--- src/rtl/csr_sys_ctrl_pkg.sv ---
// rtl/csr_sys_ctrl_pkg.sv - shared SYSTEM-opcode constants and FSM state encodings
package csr_sys_ctrl_pkg;

    localparam logic [6:0]  OPC_SYSTEM = 7'b1110011;

    localparam logic [2:0]  F3_PRIV    = 3'b000;
    localparam logic [2:0]  F3_CSRRW   = 3'b001;
    localparam logic [2:0]  F3_CSRRS   = 3'b010;
    localparam logic [2:0]  F3_CSRRC   = 3'b011;
    localparam logic [2:0]  F3_RSVD    = 3'b100;
    localparam logic [2:0]  F3_CSRRWI  = 3'b101;
    localparam logic [2:0]  F3_CSRRSI  = 3'b110;
    localparam logic [2:0]  F3_CSRRCI  = 3'b111;

    localparam logic [31:0] INST_ECALL = 32'h0000_0073;
    localparam logic [31:0] INST_MRET  = 32'h3020_0073;

    localparam logic [2:0]  ST_IDLE    = 3'd0;
    localparam logic [2:0]  ST_ACCESS  = 3'd1;
    localparam logic [2:0]  ST_WB      = 3'd2;
    localparam logic [2:0]  ST_TRAP    = 3'd3;
    localparam logic [2:0]  ST_RET     = 3'd4;

    function automatic logic is_csr_funct3(input logic [2:0] f3);
        return (f3 == F3_CSRRW) || (f3 == F3_CSRRS) || (f3 == F3_CSRRC) ||
               (f3 == F3_CSRRWI) || (f3 == F3_CSRRSI) || (f3 == F3_CSRRCI);
    endfunction

endpackage

--- src/rtl/csr_sys_decode.sv ---
// rtl/csr_sys_decode.sv - combinational classifier for SYSTEM-opcode instructions
module csr_sys_decode
    import csr_sys_ctrl_pkg::*;
(
    input  logic [31:0] inst,
    output logic        is_system,
    output logic        is_csr,
    output logic        is_ecall,
    output logic        is_mret,
    output logic        is_nop,
    output logic [4:0]  rd,
    output logic [4:0]  uimm
);

    logic [2:0] funct3;

    assign funct3    = inst[14:12];
    assign is_system = (inst[6:0] == OPC_SYSTEM);
    assign is_csr    = is_system & is_csr_funct3(funct3);
    assign is_ecall  = (inst == INST_ECALL);
    assign is_mret   = (inst == INST_MRET);
    // ebreak, wfi and the reserved funct3 retire without side effects
    assign is_nop    = is_system & ~is_csr & ~is_ecall & ~is_mret &
                       ((funct3 == F3_PRIV) | (funct3 == F3_RSVD));
    assign rd        = inst[11:7];
    assign uimm      = inst[19:15];

endmodule

--- src/rtl/csr_sys_ctrl.sv ---
// rtl/csr_sys_ctrl.sv - SYSTEM instruction sequencer driving CSR accesses, traps and redirects
module csr_sys_ctrl
    import csr_sys_ctrl_pkg::*;
#(
    parameter int XLEN     = 32,
    parameter int PC_ALIGN = 2
) (
    input  logic            clk,
    input  logic            rst,
    input  logic            ex_valid,
    output logic            ex_ready,
    input  logic [31:0]     ex_inst,
    input  logic [XLEN-1:0] ex_pc,
    input  logic [XLEN-1:0] ex_rs1_data,
    input  logic            ex_kill,
    output logic            csr_access,
    output logic [2:0]      csr_funct3,
    output logic [11:0]     csr_addr,
    output logic [XLEN-1:0] csr_src,
    input  logic [XLEN-1:0] csr_rdata,
    output logic            do_ecall,
    output logic            do_mret,
    output logic [XLEN-1:0] cur_pc,
    input  logic [XLEN-1:0] mtvec_in,
    input  logic [XLEN-1:0] mepc_in,
    output logic            instret_inc,
    output logic            stall,
    output logic            flush,
    output logic            redirect_valid,
    output logic [XLEN-1:0] redirect_pc,
    output logic            rd_wen,
    output logic [4:0]      rd_addr,
    output logic [XLEN-1:0] rd_wdata
);

    localparam logic [XLEN-1:0] ALIGN_MASK = ~((XLEN'(1) << PC_ALIGN) - XLEN'(1));

    logic            dec_system;
    logic            dec_csr;
    logic            dec_ecall;
    logic            dec_mret;
    logic            dec_nop;
    logic [4:0]      dec_rd;
    logic [4:0]      dec_uimm;

    logic [2:0]      state_q;
    logic [2:0]      funct3_q;
    logic [11:0]     addr_q;
    logic [XLEN-1:0] src_q;
    logic [XLEN-1:0] pc_q;
    logic [XLEN-1:0] old_q;
    logic [4:0]      rd_q;
    logic            is_csr_q;
    logic            request;
    logic            accept;

    csr_sys_decode u_decode (
        .inst      (ex_inst),
        .is_system (dec_system),
        .is_csr    (dec_csr),
        .is_ecall  (dec_ecall),
        .is_mret   (dec_mret),
        .is_nop    (dec_nop),
        .rd        (dec_rd),
        .uimm      (dec_uimm)
    );

    assign request = ex_valid & dec_system & ~ex_kill;
    assign accept  = request & (state_q == ST_IDLE);

    always_ff @(posedge clk or posedge rst) begin
        if (rst) begin
            state_q  <= ST_IDLE;
            funct3_q <= '0;
            addr_q   <= '0;
            src_q    <= '0;
            pc_q     <= '0;
            old_q    <= '0;
            rd_q     <= '0;
            is_csr_q <= 1'b0;
        end else begin
            case (state_q)
                ST_IDLE: begin
                    if (accept) begin
                        funct3_q <= ex_inst[14:12];
                        addr_q   <= ex_inst[31:20];
                        src_q    <= ex_inst[14] ? {{(XLEN-5){1'b0}}, dec_uimm} : ex_rs1_data;
                        pc_q     <= ex_pc;
                        rd_q     <= dec_rd;
                        is_csr_q <= dec_csr;
                        old_q    <= '0;
                        if (dec_csr)       state_q <= ST_ACCESS;
                        else if (dec_ecall) state_q <= ST_TRAP;
                        else if (dec_mret)  state_q <= ST_RET;
                        else if (dec_nop)   state_q <= ST_WB;
                        else                state_q <= ST_IDLE;
                    end
                end
                ST_ACCESS: begin
                    // csr_rdata still shows the pre-write value on the commit edge
                    old_q   <= csr_rdata;
                    state_q <= ST_WB;
                end
                default: state_q <= ST_IDLE;
            endcase
        end
    end

    // Strobes decode straight from state so an async reset kills them at once
    assign ex_ready       = (state_q == ST_IDLE);
    assign stall          = (state_q != ST_IDLE) | request;
    assign csr_access     = (state_q == ST_ACCESS);
    assign csr_funct3     = funct3_q;
    assign csr_addr       = addr_q;
    assign csr_src        = src_q;
    assign do_ecall       = (state_q == ST_TRAP);
    assign do_mret        = (state_q == ST_RET);
    assign cur_pc         = pc_q;
    assign instret_inc    = (state_q == ST_WB) | (state_q == ST_RET);
    assign flush          = (state_q == ST_TRAP) | (state_q == ST_RET);
    assign redirect_valid = flush;
    assign rd_wen         = (state_q == ST_WB) & is_csr_q & (rd_q != 5'd0);
    assign rd_addr        = rd_q;
    assign rd_wdata       = old_q;

    always_comb begin
        redirect_pc = '0;
        if (state_q == ST_TRAP)     redirect_pc = mtvec_in & ALIGN_MASK;
        else if (state_q == ST_RET) redirect_pc = mepc_in & ALIGN_MASK;
    end

endmodule

--- config.mk ---
export PLATFORM = sky130hd
export DESIGN_NAME = csr_sys_ctrl
export DESIGN_NICKNAME = d
export VERILOG_FILES = /design/src/rtl/csr_sys_ctrl_pkg.sv /design/src/rtl/csr_sys_decode.sv /design/src/rtl/csr_sys_ctrl.sv
export SDC_FILE = /design/constraint.sdc
export NUM_CORES = 1
export LEC_CHECK = 0
export ABC_AREA = 1
export ABC_CLOCK_PERIOD_IN_PS = 5800
export CORE_AREA = 3 3 134 136
export CTS_BUF_LIST = sky130_fd_sc_hd__clkbuf_2
export CTS_CLUSTER_SIZE = 12
export DETAILED_ROUTE_END_ITERATION = 10
export DIE_AREA = 0 0 137 139
export PLACE_DENSITY = 0.75
export SYNTH_ARGS = -nofsm -noshare
export SYNTH_HDL_FRONTEND = slang
export SYNTH_SLANG_ARGS = --single-unit
--- constraint.sdc ---
create_clock -name clk -period 5.8 [get_ports clk]
set_input_delay 0.58 -clock clk [delete_from_list [all_inputs] [get_ports clk]]
set_output_delay 0.58 -clock clk [all_outputs]
set_load 0.02 [all_outputs]
==> summary.txt <==
STA
  • Final setup violation count: 0
  • Final TNS setup: 0 ns
  • Final Skew: 0.0461 ns
  • Final period util: 62.4%
  • Worst-Margin Slew: 1.07 ns
  • Post-route minimum period: between 3 and 4 ns
  • RSZ-0062 raised after global routing: no
  • Max Freq: around 280 MHz
  • Final Hold Viols: 0
  • Final Max Tran Viols: 0
  • Worst slew margin: 28.4%

Final layout
  • Final Net Count: 1159
  • Area grow syn2layout: 71.4%
  • Finished Cell Area: 9090 sq um
  • Filler Cell Count: between 1500 and 2000
  • ANT cells: 0
  • Layout cell share with drive strength beyond 1: 4.61%
  • Multi-input combinational cell area: about 1900 sq um
  • Reg area: approximately 3000 sq um

CTS
  • CTS max path bufs: 2
  • CTS tree: yes
  • Number of CTS-inserted buffers: 17
  • H-Tree Depth: 4
  • Latest clock arrival within the worst-skew pair: 0.67 ns
  • Clock transition at the registers of the reported paths: 0.22 ns
  • Clk root buf: clkbuf_2
  • CTS Sinks: 120
  • Postcts setup bufs: 0
  • CTS resizes: 0
  • # hold bufs at CTS: 0

Logic synthesis
  • Register bit count reported by yosys: 120
  • Post-Synth Adder-Cell Area: 0%
  • Avg Cell Area, Syn: 8.40 sq um
  • Yosys Warn Count: 0
  • Netlist Area Pre-Place: around 5300 sq um
  • Largest family of logic cells by synthesized area: simple AND/OR/NAND/NOR gates
  • Seq/Total Area, Yosys: 56.6%
  • Multiplexer area fraction after synthesis: 0%
  • Yosys top cell by area: dfrtp_1
  • Post-synthesis cell count: 632
  • Async SR Flop Fraction: 100%
  • Most numerous cell in the Yosys netlist: nand2_1
  • Post-Synth XOR/XNOR Area: 0%
  • Top post-synthesis cells by area: dfrtp_1 (57%), nand2_1 (21%), a22o_1 (5.0%)
  • Top cell type's share of synthesized area: 56.6%
  • Post-synthesis compound-gate area fraction: 9.95%
  • EDFF count, synth: 0
  • Synth unique cells: 23
  • Post-Synth Simple-Gate Area: 26.3%
  • Dominant synthesized flop cell: dfrtp_1
  • Top cells by count, synth: nand2_1 (290), dfrtp_1 (120), o21ai_0 (48), inv_1 (36), nand3_1 (36)

Placed design
  • Hpwl dp: about 14000 microns
  • DP Area: just under 9000 sq um
  • GP Congestion: roughly 0.78
  • I/O Buffers: ~350

Job
  • Max-capacitance violation count: 0

Setup path
  • Kind of critical path: flop to primary output
  • Crit-path max FO: 31
  • CP Launch Type: flop
  • Critical Path AT: 3.04 ns
  • Crit end category: primary output
  • Critical path data required time: 5.22 ns

Detailed routing
  • Total number of vias: between 5000 and 6000
  • DR iter-0 viols: approximately 210
  • Final ANT Viol Nets: 0
  • Vias/cell: roughly 4.5
  • WL/cell: 15.9 microns
  • DRT Pass-1 Iters: 4
  • DRC viols: 0
  • Routed WL: 19100 microns

Floorplanning
  • Die ar.: 19000 sq um
  • Core ar.: around 17000 sq um
  • Die Ht: approximately 140 microns
  • Die width: about 140 microns
  • Initial Util: a little under a third
  • FP Rows: 48
  • # IOs: 353

Hold path
  • Class of the most critical hold timing path: input pin to flop

Global route
  • Initial antenna violation count: 0
  • Vias in the first global route: 5215
  • GRT Util Overall: 19.5%
  • Largest net degree at the start of global routing: 75
  • Grt ovf: 0
  • First-pass GRT wire length: 29000 microns

Power
  • Cell area power density: 183 nW/um^2
  • Worst VDD drop: 0.000111 V
  • Leak pwr: 0.00428 uW

Status
  • Outcome: finished clean
-- through the flow --
| step | total power, uW | utilization (%) | setup WS, ns | cells | hold slack, ns |
|---|---|---|---|---|---|
| 2_1_floorplan | 967 | - | 2.03 | 633 | 0.449 |
| 6_report | 1670 | 53.3 | 2.18 | 1201 | 0.419 |
| 5_1_grt | 1750 | 53.3 | 1.89 | 1201 | 0.313 |
| 3_3_place_gp | 1160 | 52.0 | 2.60 | 1169 | 0.461 |
| 4_1_cts | 1700 | 53.3 | 2.08 | 1201 | 0.320 |
| 3_5_place_dp | 1160 | 52.0 | 2.56 | 1169 | 0.464 |
-- power by group --
group	internal, uW	total (uW)	switching, uW	leakage (uW)
clock	166	524	357	0.000134
combinational	167	272	105	0.00248
sequential	861	873	12.7	0.00166
total	1190	1670	475	0.00428
-- worst paths after layout --
check	start	endpoint	slack, ns	cells after the start
max in group asynchronous	rst	rd_wdata[5]	4.14	3
min in group asynchronous	rst	csr_src[27]	0.43	2
hold / removal	ex_pc[22]	cur_pc[22]	0.42	3
hold reg to reg	csr_src[0]	csr_src[0]	0.50	2
setup / recovery	state_q[1]	redirect_pc[31]	2.18	5
setup reg to reg	state_q[1]	cur_pc[13]	3.40	7
-- cell type report --
type | count | area share (%)
Timing Repair Buffer | 350 | 38.4
Sequential cell | 120 | 33.0
Inverter | 38 | 1.60
Clock inverter | 14 | 1.53
Clock buffer | 18 | 0.991
Tap cell | 225 | 3.10
Multi-Input combinational cell | 436 | 21.4
-- logic make-up after synthesis --
| kind of cell | count (synthesis) |
|---|---|
| simple gates | 351 |
| flops | 120 |
| buf+inv | 77 |
| other cells | 1 |
| compound gates | 83 |
-- cell usage in the layout (no fill, tap or decap), types with 4 or more instances in the layout --
cell type / count
dfrtp_1: 120
nand2_1: 290
nand3_1: 36
inv_1: 35
inv_6: 5
a21oi_1: 4
nor2_1: 17
buf_4: 4
a22o_1: 30
clkdlybuf4s50_1: 346
o21ai_0: 48
clkbuf_2: 18
-- sequential cells by signal, indices dropped and copies added (netlist names) --
| name | flops |
|---|---|
| rd_wdata | 32 |
| state_q | 3 |
| csr_funct3 | 3 |
| rd_addr | 5 |
| csr_addr | 12 |
| is_csr_q | 1 |
| cur_pc | 32 |
| csr_src | 32 |
-- routing by layer --
metal / global-route usage (%) / wire, microns / part of all wire, % / up-vias
met5: 0 / 0 / 0 / -
met4: 5.67 / 346 / 1.8 / 0
met3: 7.33 / 1810 / 9.4 / 24
met2: 32.6 / 9270 / 48 / 213
met1: 23.4 / 7700 / 40 / 2500
li1: - / - / - / 2664
-- worst max-delay path, stage by stage (launching register included) --
cell             delay (ns)
dfrtp_1                0.48
nor2_1                 0.16
nand2_1                0.11
inv_1                  0.72
a22o_1                 0.29
clkdlybuf4s50_1        0.64
Power figures use the tool's default switching activity.
